File: src/rtl/breakout_pkg.sv
// breakout_pkg: shared state codes, playfield constants and step divider helper
package breakout_pkg;
   typedef enum logic [2:0] {
      IDLE  = 3'd0,
      SERVE = 3'd1,
      PLAY  = 3'd2,
      LOST  = 3'd3,
      OVER  = 3'd4,
      WIN   = 3'd5
   } state_t;
   localparam int BRICKS = 25;
   localparam int HITS = 3;
   localparam int SCREEN_H = 480;
   localparam int BALL_SIZE = 7;
   localparam int LOST_Y_DEF = SCREEN_H - BALL_SIZE + 1;
   function automatic logic [19:0] step_div(input int unsigned div, input int unsigned dec,
                                            input logic [2:0] lvl);
      return 20'(div) - 20'(lvl) * 20'(dec);
   endfunction
endpackage

File: src/rtl/breakout_game_ctrl_step_timer.sv
// step_timer: programmable ball step divider with a settled-sample strobe two cycles later
module step_timer (
   input  logic        clk_50mh,
   input  logic        reset,
   input  logic        run,
   input  logic        mute,
   input  logic [19:0] divider,
   output logic        tick,
   output logic        ball_step,
   output logic        sample
);
   logic [19:0] cnt;
   logic [19:0] div_cur;
   logic        s1;
   logic        wrap;
   assign wrap = cnt == div_cur - 20'd1;
   // divider is only picked up at a wrap so a level change never shortens a period
   always_ff @(posedge clk_50mh) begin
      if (reset || !run) begin
         cnt       <= '0;
         div_cur   <= divider;
         tick      <= 1'b0;
         ball_step <= 1'b0;
         s1        <= 1'b0;
         sample    <= 1'b0;
      end else begin
         cnt       <= wrap ? '0 : cnt + 20'd1;
         div_cur   <= wrap ? divider : div_cur;
         tick      <= wrap;
         ball_step <= wrap && !mute;
         s1        <= ball_step;
         sample    <= s1;
      end
   end
endmodule

File: src/rtl/breakout_game_ctrl.sv
// breakout_game_ctrl: game sequencer driving the ball block step/reset and tracking lives, score and bricks
module breakout_game_ctrl
   import breakout_pkg::*;
#(
   parameter int TICK_DIV    = 416667,
   parameter int TICK_DEC    = 62500,
   parameter int MAX_LEVEL   = 4,
   parameter int LIVES       = 3,
   parameter int SERVE_TICKS = 60,
   parameter int LOST_Y      = LOST_Y_DEF
) (
   input  logic       clk_50mh,
   input  logic       reset,
   input  logic       start,
   input  logic       erase_enable,
   input  logic [1:0] active_data,
   input  logic [9:0] ball_y,
   output logic       ball_step,
   output logic       ball_reset,
   output logic [1:0] lives,
   output logic [9:0] score,
   output logic [4:0] bricks_left,
   output logic [2:0] level,
   output logic [2:0] state
);
   state_t      st, nxt;
   logic        start_q, start_edge, fresh;
   logic        tick, sample, run, mute, ball_reset_d;
   logic        hit, win_now, lost_ball;
   logic [19:0] divider;
   logic [15:0] serve_cnt;
   logic [2:0]  k5;
   logic [2:0]  add;
   logic [10:0] score_sum;

   assign start_edge = start && !start_q;
   assign fresh      = start_edge && (st == IDLE || st == OVER || st == WIN);
   assign hit        = erase_enable && active_data == 2'(HITS);
   assign win_now    = hit && bricks_left == 5'd1;
   assign lost_ball  = ball_y >= 10'(LOST_Y);
   assign add        = erase_enable ? (hit ? 3'd6 : 3'd1) : 3'd0;
   assign score_sum  = {1'b0, score} + 11'(add);
   assign divider    = step_div(TICK_DIV, TICK_DEC, level);
   assign run        = !(st == OVER || st == WIN);
   assign mute       = st == LOST;
   assign state      = st;

   step_timer u_timer (
      .clk_50mh (clk_50mh),
      .reset    (reset),
      .run      (run),
      .mute     (mute),
      .divider  (divider),
      .tick     (tick),
      .ball_step(ball_step),
      .sample   (sample)
   );

   always_ff @(posedge clk_50mh) st <= reset ? IDLE : nxt;

   always_comb begin
      nxt = st;
      case (st)
         IDLE, OVER, WIN: nxt = start_edge ? SERVE : st;
         SERVE:           nxt = (tick && serve_cnt == 16'(SERVE_TICKS - 1)) ? PLAY : SERVE;
         PLAY:            nxt = !sample ? PLAY : win_now ? WIN : lost_ball ? LOST : PLAY;
         LOST:            nxt = !tick ? LOST : (lives != 2'd0) ? SERVE : OVER;
         default:         nxt = IDLE;
      endcase
   end

   always_comb ball_reset_d = st == IDLE || st == SERVE;

   always_ff @(posedge clk_50mh) begin
      if (reset) begin
         start_q     <= 1'b0;
         ball_reset  <= 1'b1;
         lives       <= 2'(LIVES);
         score       <= '0;
         bricks_left <= 5'(BRICKS);
         level       <= '0;
         k5          <= '0;
         serve_cnt   <= '0;
      end else begin
         start_q    <= start;
         ball_reset <= ball_reset_d;
         if (fresh) begin
            lives       <= 2'(LIVES);
            score       <= '0;
            bricks_left <= 5'(BRICKS);
            level       <= '0;
            k5          <= '0;
            serve_cnt   <= '0;
         end else if (st == LOST && nxt == SERVE) begin
            bricks_left <= 5'(BRICKS);
            serve_cnt   <= '0;
         end else if (st == SERVE && tick) begin
            serve_cnt <= serve_cnt + 16'd1;
         end else if (st == PLAY && sample) begin
            score <= score_sum > 11'd1023 ? 10'd1023 : score_sum[9:0];
            if (hit) begin
               bricks_left <= bricks_left - 5'd1;
               k5          <= k5 == 3'd4 ? 3'd0 : k5 + 3'd1;
               if (k5 == 3'd4 && level != 3'(MAX_LEVEL)) level <= level + 3'd1;
            end
            if (lost_ball && !win_now) lives <= lives - 2'd1;
         end
      end
   end
endmodule

File: config.mk
export PLATFORM = sky130hd
export DESIGN_NAME = breakout_game_ctrl
export DESIGN_NICKNAME = d
export VERILOG_FILES = /design/src/rtl/breakout_pkg.sv /design/src/rtl/breakout_game_ctrl_step_timer.sv /design/src/rtl/breakout_game_ctrl.sv
export SDC_FILE = /design/constraint.sdc
export NUM_CORES = 1
export LEC_CHECK = 0
export CAP_MARGIN = 15
export CORE_AREA = 2 2 101 103
export DETAILED_ROUTE_END_ITERATION = 8
export DIE_AREA = 0 0 103 105
export GPL_TIMING_DRIVEN = 0
export PLACE_DENSITY = 0.61
export RECOVER_POWER = 25
export SLEW_MARGIN = 5
export SYNTH_ARGS = -nofsm -noshare
export SYNTH_HDL_FRONTEND = slang
export SYNTH_SLANG_ARGS = --single-unit
File: constraint.sdc
create_clock -name clk_50mh -period 3.1 [get_ports clk_50mh]
set_clock_uncertainty 0.2 [all_clocks]
set_input_delay 0.31 -clock clk_50mh [delete_from_list [all_inputs] [get_ports clk_50mh]]
set_output_delay 0.31 -clock clk_50mh [all_outputs]
set_load 0.03 [all_outputs]
* After elaboration in Yosys (flattened, before gate mapping)
Cells that the tools add are included.
** Word-level totals
- Bits in writable memories :: 0
- Memories kept :: 0
- Bits in latches :: 0
- Output and inout bits :: 25
- Register bits after elaboration :: 88
- Bits in read-only memories :: 0
** Cells by class
- $lt $le $gt $ge :: 2
- Shift operators :: 0
- Divide/modulo/power cells :: 0
- Mux-type cells :: 14
- $mul :: 1
- Add/subtract/negate cells :: 9
- Bitwise logic cells :: 2
- Equality and inequality tests :: 12
- Reduce and logical (&&, ||, !) cells :: 31
** Operators with widths (number)
- 20-bit 2-to-1 mux :: 2
- 3-bit 2-to-1 mux :: 8
- 20-bit by 1-bit adder with 20-bit output, second input constant :: 1
- 20-bit equality test :: 1
- 19-bit by 19-bit subtractor with 20-bit output, first input constant :: 1
- 20-bit by 1-bit subtractor with 20-bit output, second input constant :: 1
- 3-bit by 14-bit multiplier with 17-bit output, second input constant :: 1
- 16-bit by 1-bit adder with 16-bit output, second input constant :: 1
- 16-bit by 6-bit equality test with 1-bit output, second input constant :: 1
- 3-bit one-hot mux with 4 select lines :: 1
- 10-bit by 3-bit adder with 11-bit output :: 1
- 11-bit by 10-bit greater-than comparator with 1-bit output, second input constant :: 1
- 1-bit logical AND :: 11
- 10-bit by 9-bit greater-or-equal comparator with 1-bit output, second input constant :: 1
- 10-bit 2-to-1 mux :: 1
- 3-bit equality test, second input constant :: 3
- 4-bit AND reduction :: 2
- 3-bit by 1-bit adder with 3-bit output, second input constant :: 2
- 3-bit by 1-bit equality test with 1-bit output, second input constant :: 2
- 3-bit by 2-bit equality test with 1-bit output, second input constant :: 2
- 3-bit AND reduction :: 2
- 3-bit OR reduction :: 2
- 5-bit by 1-bit equality test with 1-bit output, second input constant :: 1
- 1-bit logical OR :: 5
- other kinds (12) :: 17

* Longest topological paths before layout
Gate-level depths: netlist of run 1.
- Depth in word-level cells :: 10
- Mapped depth :: 10

* By module
From an unflattened synthesis of run 1, not the netlist that was laid out.
** Second synthesis, totals
- Cell total of the unflattened synthesis :: 556
- Area, all modules :: 5144.9 µm²
** Modules (own cells, without submodules)
- breakout_game_ctrl :: times used 1, seq. area each 880.8 µm², area an instance 2797.7 µm², cells each 329
- step_timer :: times used 1, seq. area each 1081.0 µm², area an instance 2347.3 µm², cells each 227

* Least setup slack after synthesis of run 1
Ideal clock, no wire load.
- Kind :: register to register
- From :: register level[1]
- To :: register u_timer.div_cur[18] (data pin)
- Stages on the path, launching flop included :: 9
- Data required time :: 2642 ps
- Buffers on the path :: 0
- Period minus slack after synthesis :: 2992 ps
- Setup slack :: 108 ps
- Arrival :: 2534 ps
- Cell sequence :: dfxtp_1 > inv_1 > ha_1 > ha_1 > inv_1 > fa_1 > or2_2 > a31oi_1 > xnor2_1
** Between the ends
- Word-level cells in the longest chain between the ends :: 4
** RTL lines
- start, declared :: line breakout_game_ctrl.sv:23 : output logic [2:0] level,
- start signal, assigned :: line breakout_game_ctrl.sv:104 : if (k5 == 3'd4 && level != 3'(MAX_LEVEL)) level <= level + 3'd1;
- 3-bit by 14-bit multiplier with 17-bit output (*) :: line breakout_pkg.sv:18 : return 20'(div) - 20'(lvl) * 20'(dec);
- 19-bit by 19-bit subtractor with 20-bit output (*) :: line breakout_pkg.sv:18
- via divider[18] :: line breakout_game_ctrl.sv:30 : logic [19:0] divider;
- 20-bit 2-to-1 mux :: line breakout_game_ctrl_step_timer.sv:28 : div_cur <= wrap ? divider : div_cur;
- 20-bit 2-to-1 mux (*) :: line breakout_game_ctrl_step_timer.sv:19 : if (reset || !run) begin
- end signal, assigned :: line breakout_game_ctrl_step_timer.sv:21 : div_cur <= divider;
- end signal, assigned :: line breakout_game_ctrl_step_timer.sv:28
- end, declared :: line breakout_game_ctrl_step_timer.sv:13 : logic [19:0] div_cur;
The timed path passes the listed nets; every way through them passes the cells marked *. The select of a mux whose other input is x is not followed.
A chain may end at the register's enable or synchronous reset.

* Worst setup path in the final report of run 1
- From :: register level[0]
- To :: register u_timer.div_cur[18] (data pin)
Same word-level chain as after synthesis.

==> results of run 1 <==
==> routing by layer <==
metal	GRT usage (%)	wire length, um	part of all wire, %
met5	0	0	0
met4	5.075	114	1.3
met3	3.144	212	2.5
met2	27.13	4037	47
met1	22.86	4186	49
==> area by class of cell <==
type                       count  area [um2]
fill                         934        4581
multi-input combinational    348        2345
sequential                    83        1815
timing repair buffer          38       380.4
tap                          133       166.4
clock buffer                  11       141.4
inverter                      23       86.33
buffer                        15       65.06
clock inverter                 5       58.81
==> report_power, final <==
group	total, mW	internal, mW	switching (mW)	leakage, nW
clock	0.793	0.399	0.394	0.101
sequential	1.11	1.11	0.00883	0.686
combinational	0.0789	0.0343	0.0446	1.15
==> kinds of logic (layout without fill, tap and decap cells) <==
group	after synthesis	after routing
AND/OR/NAND/NOR	186	186
AO/OA/AOI/OAI	63	63
buffers and inverters	38	92
XOR/XNOR	67	67
adder cells (fa/ha/maj)	29	29
multiplexers	3	3
flip-flops	83	83
==> state kept, by name (all words and copies together) (netlist names), 2 cells and up <==
register and flops:
bricks_left 5, k5 3, level 3, score 10
serve_cnt 16, lives 2, u_timer.div_cur 15, u_timer.cnt 20
state 3
==> through the flow <==
step	power, mW	hold slack (ns)
6_report	1.986	0.1710
2_1_floorplan	1.184	0.2057
3_3_place_gp	1.218	0.2435
3_5_place_dp	1.220	0.2495
4_1_cts	2.010	0.1786
5_1_grt	2.063	0.1902
==> Yosys cell counts (all sizes together), types with 3 or more instances <==
cell | number | area [um2]
nand3 | 18 | 90.09
fa | 4 | 80.08
a21o | 4 | 30.03
edfxtp | 15 | 450.4
clkbuf | 9 | 33.78
nand2 | 36 | 135.1
nand4 | 13 | 81.33
mux2i | 3 | 30.03
nor2b | 3 | 18.77
and3 | 9 | 56.30
o21ai | 14 | 70.06
and2 | 5 | 31.28
a31oi | 8 | 50.05
inv | 23 | 86.33
a211oi | 4 | 30.03
nor2 | 60 | 225.2
o211ai | 3 | 22.52
ha | 25 | 312.8
nand2b | 7 | 43.79
or2 | 3 | 18.77
buf | 6 | 32.53
dfxtp | 68 | 1361
xor2 | 38 | 332.8
nor3 | 12 | 60.06
xnor2 | 29 | 254.0
nor4 | 7 | 43.79
a21oi | 18 | 90.09
==> what timing repair did <==
action | CTS | global route
gates cloned | 0 | 0
gates resized for setup | 1 | 2
setup endpoints to repair | 1 | 4
setup buffers | 0 | 0
==> worst min path at each step <==
stage                                           end  slack [ns]  depth (start not counted)
after detailed placement  u_timer.sample$_SDFF_PP0_        0.25                          1
final                            start_q$_SDFF_PP0_        0.17                          2
after CTS                        start_q$_SDFF_PP0_        0.18                          2
after floorplan           u_timer.sample$_SDFF_PP0_        0.21                          1
after global placement    u_timer.cnt[0]$_SDFF_PP0_        0.24                          1
after global routing             start_q$_SDFF_PP0_        0.19                          2
==> flow_summary.ini, run 1 <==
[status]
status = finished clean

[yosys]
synth_cells = 469
synthFlopType = dfxtp_1
syn-cell-area_mm2 = 0.004309
synth-edff-count = 15
syn_area_per_cell_um2 = 9.188
synth_fa_ha_area_share_pct = 9.117
syn_nets = 514
ys_types = 50
synth-compound-area-share_pct = 9.611
yosys.area_share.simple_pct = 21.37
ys_ff_latch = 83
synthArstFlopShare_pct = 0
synthXorXnorAreaFrac_pct = 13.62
seq_area_frac_synth_pct = 42.04
synth.area.mux_share_pct = 0.6969
synth_top_family_by_area = simple AND/OR/NAND/NOR gates
yosys_warnings = 0

[clock_tree]
cts_sinks = 83
cts_tree = done
clockBufferDepth = 2
cts_buffers = 9
clk_latency_ns = 0.35
clkTransAtPathRegs_ns = 0.08
hold_buffers = 0
cts_root_buf = clkbuf_8
htree_levels = 3

[min_path]
min_path_type = in2reg
hold_start = reset

[placement]
dpl_cell_area_mm2 = 0.004856
dp_hpwl_um = 6270
port_buffers = 38
placed_cells = 640
place.gp.congestion = 0.7674
place_ws_ns = -0.02698

[global_routing]
grt-ovfl-total = 0
antenna_found_initial = 0
grt_pass1_wl_um = 14720
grt_pass1_vias = 3122
grt_max_degree = 25
grt_usage_pct = 16.87

[drt]
ant_nets = 0
vias = 3330
firstDrtPassIters = 4
drc_errors = 0
detail_route.vias_per_cell = 5.076
finalWirelength_um = 8550
route.detailed.wl_per_inst_um = 13.03
drtIter0Drc = 52

[setup_path]
cp_num_buf_inv = 2
endpoint = u_timer.div_cur[18]$_DFFE_PP_
cp_num_cells = 10
reg2reg_slack_ns = 0.20
cpMaxStageDelayCell = dfxtp_2
r2r-end = u_timer.div_cur[18]$_DFFE_PP_
path_cells = inv_1 -> ha_1 -> ha_1 -> inv_1 -> fa_1 -> nand2b_1 -> a21oi_1 -> xnor2_1 -> a31oi_1 -> xnor2_1
worst_ep_arrival_time_ns = 2.80
critical_path_class = reg2reg
crit_start = level[0]$_SDFFE_PP0P_
critPathMaxStageDelay_ns = 0.44
r2r_cells = 10
startpoint_type = flop
cp.required_ns = 2.99
crit_family = adder cells
timing.rr.start = level[0]$_SDFFE_PP0P_
crit_fanout = 10
endpoint_kind = flop

[flow_run]
timing.max_cap.violations = 0

[timing]
max_slew_margin_pct = 50.92
fmax_ghz = 0.3443
setup_viol = 0
drv_slew = 0
fin_tns_setup_ns = 0
min_period_over_period_pct = 93.68
hold_violations = 0
fin_crit_ns = 2.904
final.setup.worst_slack_ns = 0.1959
rsz0062_at_grt = no
tightestPinTransition_ns = 0.7335

[finish]
num_antenna_cells = 0
syn_to_final_growth_pct = 17.39
drive_gt1_share_pct = 5.545
fin_util_pct = 52.48
final_nets = 563
finalInstanceArea_mm2 = 0.005059
finalNonFillerCells = 656
final_cell_mix = dfxtp_1, nor2_1, xor2_1, nand2_1, xnor2_1
layout_commonest_cell = dfxtp_1

[floorplanning]
dieArea_mm2 = 0.01082
core_area_mm2 = 0.009639
num_rows = 36
die_height_um = 105
initial_utilization_pct = 44.70
die_w_um = 103
io_pins = 41

[power]
powerDensity_mw_per_mm2 = 392.6
peakVddDrop_uv = 233.6
cellLeakagePower_nw = 1.940
Power figures use the tool's default switching activity.
==> run 2, diff against run 1 <==
--- a/config.mk
+++ b/config.mk
@@ -6,11 +6,11 @@
 export NUM_CORES = 1
 export LEC_CHECK = 0
 export CAP_MARGIN = 15
-export CORE_AREA = 2 2 101 103
+export CORE_AREA = 2 2 107 109
 export DETAILED_ROUTE_END_ITERATION = 8
-export DIE_AREA = 0 0 103 105
+export DIE_AREA = 0 0 109 111
 export GPL_TIMING_DRIVEN = 0
-export PLACE_DENSITY = 0.61
+export PLACE_DENSITY = 0.56
 export RECOVER_POWER = 25
 export SLEW_MARGIN = 5
 export SYNTH_ARGS = -nofsm -noshare
==> run 2 against run 1 <==
Against the previous run: maximum frequency increased by 0.27%; via count decreased by 1.2%; flip-flop and latch count unchanged; sequential share of layout area decreased by 0.96 points; global-route usage decreased by 1.5 points; total power increased by 13%; sequential power about the same; combinational power increased by 0.6%; clock-buffer cell count unchanged; clock power increased by 34%; non-clock buffer count increased by 3; critical path type unchanged; critical endpoint unchanged; largest power group unchanged; highest routed layer unchanged.
==> flow_summary.ini, run 2 (same netlist as run 1, synthesis figures left out) <==
[setup_path]
worst_ep_arrival_time_ns = 2.77
endpoint_kind = flop
cp.required_ns = 2.98
r2r_cells = 8
critical_path_class = reg2reg
startpoint_type = flop
crit_fanout = 10
r2r-end = u_timer.div_cur[18]$_DFFE_PP_
timing.rr.start = level[0]$_SDFFE_PP0P_
reg2reg_slack_ns = 0.20

[floorplanning]
die_height_um = 111
io_pins = 41
num_rows = 39
initial_utilization_pct = 38.90
core_area_mm2 = 0.01108
die_w_um = 109
dieArea_mm2 = 0.01210

[clock_tree]
cts_root_buf = clkbuf_16
cts_sinks = 83
clk_latency_ns = 0.33
htree_levels = 3
clkTransAtPathRegs_ns = 0.06
cts_buffers = 9
cts_tree = done
clockBufferDepth = 2

[timing]
hold_violations = 0
fmax_ghz = 0.3453
fin_tns_setup_ns = 0
tightestPinTransition_ns = 0.6568
min_period_over_period_pct = 93.43
max_slew_margin_pct = 56.05
final.setup.worst_slack_ns = 0.2036
drv_slew = 0
fin_crit_ns = 2.896
setup_viol = 0

[global_routing]
grt_usage_pct = 15.41
grt_pass1_wl_um = 14970
antenna_found_initial = 0
grt_pass1_vias = 3227
grt_max_degree = 25
grt-ovfl-total = 0

[finish]
reg_top3 = u_timer.cnt: 20 flops, serve_cnt: 16 flops, u_timer.div_cur: 15 flops
multi_input_area_mm2 = 0.002349
num_antenna_cells = 0
final_nets = 566
drive_gt1_share_pct = 6.654
regArea_mm2 = 0.001815
largest_reg_flops = 20
num-fill-cells = 1046
largest_register = u_timer.cnt
final_cell_mix = dfxtp_1, nor2_1, xor2_1, clkdlybuf4s50_1, nand2_1
syn_to_final_growth_pct = 20.62
layout_commonest_cell = dfxtp_1

[min_path]
hold_start = reset
worstHoldEndpoint = start_q$_SDFF_PP0_
whs_path_depth = 2
min_path_type = in2reg

[power]
peakVddDrop_uv = 233.1
power.total_mw = 2.252
cellLeakagePower_nw = 1.983
powerDensity_mw_per_mm2 = 433.3

[drt]
vias = 3290
finalWirelength_um = 8625
ant_nets = 0
route.detailed.wl_per_inst_um = 12.89
firstDrtPassIters = 4
drc_errors = 0
detail_route.vias_per_cell = 4.918
drtIter0Drc = 88

[placement]
place.gp.congestion = 0.8252
port_buffers = 38
dp_hpwl_um = 6321
place_ws_ns = -0.02478

[status]
status = finished clean

[flow_run]
timing.max_cap.violations = 0
## run 2: changes by cell type in the layout (fill, tap and decap cells not counted), sizes merged
cell,delta
buf,+3
clkdlybuf4s50,+14
clkinv,+4
dlygate4sd3,-14
inv,-4
## run 2: worst max-delay path by stage
stage | startpoint | slack, ns | to | cells after the start
2_1_floorplan | level[1]$_SDFFE_PP0P_ | 0.11 | u_timer.div_cur[18]$_DFFE_PP_ | 8
3_3_place_gp | level[1]$_SDFFE_PP0P_ | 0.02 | u_timer.div_cur[18]$_DFFE_PP_ | 10
3_5_place_dp | level[0]$_SDFFE_PP0P_ | -0.02 | u_timer.div_cur[18]$_DFFE_PP_ | 10
4_1_cts | level[2]$_SDFFE_PP0P_ | 0.05 | u_timer.div_cur[17]$_DFFE_PP_ | 7
5_1_grt | level[0]$_SDFFE_PP0P_ | -0.02 | u_timer.div_cur[18]$_DFFE_PP_ | 10
6_report | level[0]$_SDFFE_PP0P_ | 0.20 | u_timer.div_cur[18]$_DFFE_PP_ | 8
## run 2: per-stage QoR
stage          cell area (um2)  cells  hold WS [ns]  util, %
3_3_place_gp              4868    650        0.2266    43.95
4_1_cts                   5167    666        0.1857    46.65
6_report                  5197    669        0.1924    46.92
3_5_place_dp              4868    650        0.2156    43.95
2_1_floorplan             4309    469        0.2057        -
5_1_grt                   5197    669        0.2053    46.92
## run 2: timing repair
| item | in CTS | in global routing |
|---|---|---|
| buffers inserted | 0 | 3 |
| pin swaps | 0 | 0 |
| hold buffers | 0 | 0 |
| endpoints found under the setup margin | 2 | 3 |
| resized for setup | 2 | 3 |
## run 2: worst max-delay path, stage by stage (launching register included)
cell	delay [ns]
dfxtp_2	0.47
clkinvlp_4	0.20
ha_1	0.38
ha_1	0.23
inv_1	0.07
fa_1	0.48
or2_2	0.32
a31oi_1	0.20
xnor2_1	0.08
## run 2: report_power, final
part	total [mW]	switching [mW]	internal, mW
sequential	1.12	0.00911	1.11
combinational	0.0794	0.0449	0.0345
clock	1.06	0.413	0.643
total	2.25	0.467	1.78
## run 2: final cells by class
type / count / area share (%)
Buffer: 15 / 1.252
Clock buffer: 11 / 4.670
Clock inverter: 5 / 1.035
Inverter: 23 / 1.733
Multi-Input combinational cell: 348 / 45.19
Sequential cell: 83 / 34.93
Tap cell: 143 / 3.442
Timing Repair Buffer: 41 / 7.752
## run 2: layer usage
layer  GRT usage, %  wire [um]  vias up
li1               -          -     1706
met1          20.57       4263     1534
met2          23.77       3957       38
met3          3.880        255       12
met4          5.983        149        0
met5              0          0        -
